File: config.mk
export PLATFORM = sky130hd
export DESIGN_NAME = prio_encoder_arb
export DESIGN_NICKNAME = d
export VERILOG_FILES = /design/src/rtl/prio_encoder_arb.sv
export SDC_FILE = /design/constraint.sdc
export NUM_CORES = 1
export LEC_CHECK = 0
export CAP_MARGIN = 20
export CORE_MARGIN = 3
export CORE_UTILIZATION = 55
export CTS_BUF_LIST = sky130_fd_sc_hd__clkbuf_8
export DETAILED_ROUTE_END_ITERATION = 10
export PLACE_DENSITY = 0.82
export SYNTH_ARGS = -nofsm -noshare
export SYNTH_HDL_FRONTEND = slang
export SYNTH_SLANG_ARGS = --single-unit
File: constraint.sdc
create_clock -name clk -period 6.8 [get_ports clk]
set_input_delay 1.02 -clock clk [delete_from_list [all_inputs] [get_ports clk]]
set_output_delay 1.02 -clock clk [all_outputs]
set_load 0.03 [all_outputs]
File: src/rtl/prio_encoder_arb.sv
// prio_encoder_arb: registered fixed/round-robin priority arbiter; in/e/rr_mode requests -> out/out_valid grant stream (out_ready backpressure), pending = ungranted requests
module prio_encoder_arb #(
  parameter int N = 8,
  parameter int W = $clog2(N)
) (
  input  logic         clk,
  input  logic         rst,
  input  logic         e,
  input  logic [N-1:0] in,
  input  logic         rr_mode,
  input  logic         out_ready,
  output logic         out_valid,
  output logic [W-1:0] out,
  output logic [N-1:0] pending
);
  logic [N-1:0] cand;
  logic [W-1:0] sel, ptr, j;
  logic         load;
  always_comb begin
    cand = pending | (e ? in : '0);
    load = e && (|cand) && (!out_valid || out_ready);
    sel  = '0;
    j    = '0;
    if (rr_mode) begin
      for (int i = N - 1; i >= 0; i--) begin
        j = W'((int'(ptr) + N - i) % N);
        if (cand[j]) sel = j;
      end
    end else begin
      for (int i = 0; i < N; i++)
        if (cand[W'(i)]) sel = W'(i);
    end
  end
  always_ff @(posedge clk or posedge rst) begin
    if (rst) begin
      out_valid <= 1'b0;
      out       <= '0;
      pending   <= '0;
      ptr       <= W'(N - 1);
    end else if (load) begin
      out       <= sel;
      out_valid <= 1'b1;
      pending   <= cand & ~(N'(1) << sel);
      ptr       <= (sel == '0) ? W'(N - 1) : sel - W'(1);
    end else begin
      pending <= cand;
      if (out_valid && out_ready) begin
        out_valid <= 1'b0;
        out       <= '0;
      end
    end
  end
endmodule

==> results_dict.tcl <==
set metrics [dict create \
    synth_edf_count 0 \
    synth_warnings 0 \
    vias_per_cell 7.000 \
    slowest_stage "clkdlybuf4s50_1" \
    place_congestion 0.9404 \
    nets 204 \
    power_mw 1.022 \
    cts_htree_levels 1 \
    hp-class "flop to flop" \
    core_sq_um 2567 \
    track_usage_pct 27.85 \
    clock_latency_ns 0.25 \
    ys.flop_type "dfrtp_1" \
    grt_overflow 0 \
    skew_ns 0.006487 \
    numClockSinks 15 \
    endpoint_kind "flop" \
    relSlewSlack_pct 58.76 \
    cp.depth 9 \
    r2r_start "ptr[0]$_DFFE_PP1P_" \
    crit_top_cell "a221o_1" \
    wl_um 4360 \
    r2r_slack_ns 3.08 \
    cp-endpoint "ptr[2]$_DFFE_PP1P_" \
    syn-instance-count 166 \
    leakage_nw 0.6991 \
    max_freq_ghz 0.2436 \
    cts_setup_buffers 0 \
    dpl-instance-area_sq_um 1788 \
    multi_input_area_sq_um 1109 \
    die-area_sq_um 3492 \
    synth_fp_nets 182 \
    setup-tns-final_ns 0 \
    die_w_um 59.09 \
    drt-pass1-iter-count 4 \
    startpoint_type "input port" \
    postCtsHoldBufs 0 \
    area_growth_pct 18.32 \
    nFillCells 200 \
    die_height_um 59.09 \
    finalInstanceArea_sq_um 1834 \
    grt_max_degree 30 \
    crit_chain "clkdlybuf4s50_1, a21oi_1, mux4_2, mux2_4, a221o_1, a41o_1, a211oi_4, a21boi_2, a221o_1" \
    setup_viol 0 \
    synthArstFlopShare_pct 100.0 \
    critPathArrivalTime_ns 4.30 \
    ios 25 \
    final_max_slew_viol_count 0 \
    crit_fanout 13 \
    synth_area_sq_um 1550 \
    cts_root_buf "clkbuf_8" \
    avgSynthCellArea_sq_um 9.339 \
    cts_buffers 3 \
    drc 0 \
    postRouteAntennaNets 0 \
    p_per_area_nw_per_um2 557.1 \
    drv_cap 0 \
    synth_area_leaders "dfrtp_1, mux4_2, a21oi_1, mux2i_1, dfstp_2" \
    port_buffers 24 \
    clk_path_buf_depth 2 \
    row_count 18 \
    drt_iter0_markers 153 \
    crit_type "input port to flop" \
    cts-resized-gates 0 \
    yosysMostFrequentCell "a21oi_1" \
    cts_tree "yes" \
    reg2reg_depth 11 \
    ys_seq_area_share_pct 24.46 \
    drive_gt1_share_pct 16.04 \
    hold_violations 0 \
    ys_seq_elements 15 \
    cp_top_family "compound AO/OA/AOI/OAI gates" \
    clkTransAtPathRegs_ns 0.06 \
    vias 1519 \
    critPathLaunch "e" \
    rsz0062_at_grt "no" \
    worstPathRequired_ns 7.00 \
    yosysUniqueCellTypes 45 \
    grt_pass1_wl_um 7265 \
    peakVddDrop_v 0.0004627 \
    rr_endpoint "ptr[1]$_DFFE_PP1P_" \
    diodes 0 \
    yosysTopAreaCellShare_pct 19.37 \
    worst_pin_slew_ns 0.6186 \
    dp_hpwl_um 3328 \
    grt_pass1_vias 1481 \
    yosysTopAreaCell "dfrtp_1" \
    yosys-top-cells-count "a21oi_1, nand2_1, dfrtp_1" \
    post-route-period-util_pct 60.38 \
    initial_core_util_pct 60.38 \
    register_area_sq_um 379.1 \
    outcome "finished clean" \
    wl_per_cell_um 20.09 \
    crit_buf_inv 1 \
    final_core_util_pct 71.44 \
    antenna_found_initial 0 \
    cpPeakStageDelay_ns 0.78 \
    min_period_ns 4.106 \
]
metrics by stage:
stage	setup slack, ns	cells	hold slack (ns)
final	2.694	217	0.4931
after global routing	2.496	217	0.5235
after CTS	2.732	217	0.4933
after detailed placement	2.477	213	0.4661
after global placement	2.583	213	0.4626
after floorplan	3.590	166	0.6462
worst reg2reg max path: cells and delay by family (launching register included):
| kind | cells | cell delay [ns] |
|---|---|---|
| buffers and inverters | 2 | 0.41 |
| muxes | 1 | 0.40 |
| adders and majority gates | 2 | 0.83 |
| AOI/OAI and AO/OA | 5 | 1.04 |
| and+or+nand+nor | 1 | 0.06 |
| DFF | 1 | 0.90 |
registers in the layout (all words and copies together), names as in the netlist:
register	flops
pending	8
out	3
ptr	3
out_valid	1
cell usage in the layout (no fill, tap or decap), types with 2 or more instances in the layout:
master,count
a31oi_1,3
a21oi_2,3
nand2b_1,3
xnor2_1,2
dfstp_2,3
a2111o_1,2
clkdlybuf4s50_1,24
inv_1,5
nor2b_1,4
mux2i_1,8
a211oi_1,9
mux4_2,9
xor2_1,2
dfrtp_1,12
o22ai_1,3
clkbuf_8,3
o21ai_0,10
and2_1,3
nor4_1,3
o211ai_1,3
nand2_1,16
nor2_1,7
a21o_1,4
a221o_1,2
a21oi_1,20
mux2_2,5
ha_1,3
worst min-delay path by stage:
stage | from | end | slack, ns | cells past startpoint
2_1_floorplan | out[0]$_DFFE_PP0P_ | out[0]$_DFFE_PP0P_ | 0.65 | 2
3_3_place_gp | out[2]$_DFFE_PP0P_ | out[2]$_DFFE_PP0P_ | 0.46 | 1
3_5_place_dp | out[0]$_DFFE_PP0P_ | out[0]$_DFFE_PP0P_ | 0.47 | 2
4_1_cts | out[1]$_DFFE_PP0P_ | out[1]$_DFFE_PP0P_ | 0.49 | 2
5_1_grt | out[1]$_DFFE_PP0P_ | out[1]$_DFFE_PP0P_ | 0.52 | 2
6_report | out[2]$_DFFE_PP0P_ | out[2]$_DFFE_PP0P_ | 0.49 | 1
cells by family (layout without fill, tap and decap cells):
kind of cell,count (synthesis),in the layout,synth area share [%]
adders and majority gates,3,3,2.422
AOI/OAI and AO/OA,71,71,32.85
xor gates and xnor gates,4,4,2.260
muxes,23,23,22.84
and+or+nand+nor,37,37,11.14
buffers and inverters,13,34,4.036
DFF,15,15,24.46
cell type report:
class / instances / area share [%]
multi-input combinational: 138 / 60.44
sequential: 15 / 20.67
timing repair buffer: 24 / 13.10
clock buffer: 3 / 2.251
tap: 30 / 2.046
inverter: 6 / 1.228
clock inverter: 1 / 0.2729
routing by layer:
layer,global-route usage [%],up-vias,routed length (um)
met3,6.972,4,433
li1,-,690,-
met2,44.64,77,2063
met5,0,-,0
met1,37.88,748,1843
met4,6.796,0,19
report_power, final:
group | total [mW] | switching [mW] | internal (mW)
clock | 0.0726 | 0.0320 | 0.0406
sequential | 0.198 | 0.0666 | 0.132
combinational | 0.751 | 0.432 | 0.319
Power figures use the tool's default switching activity.
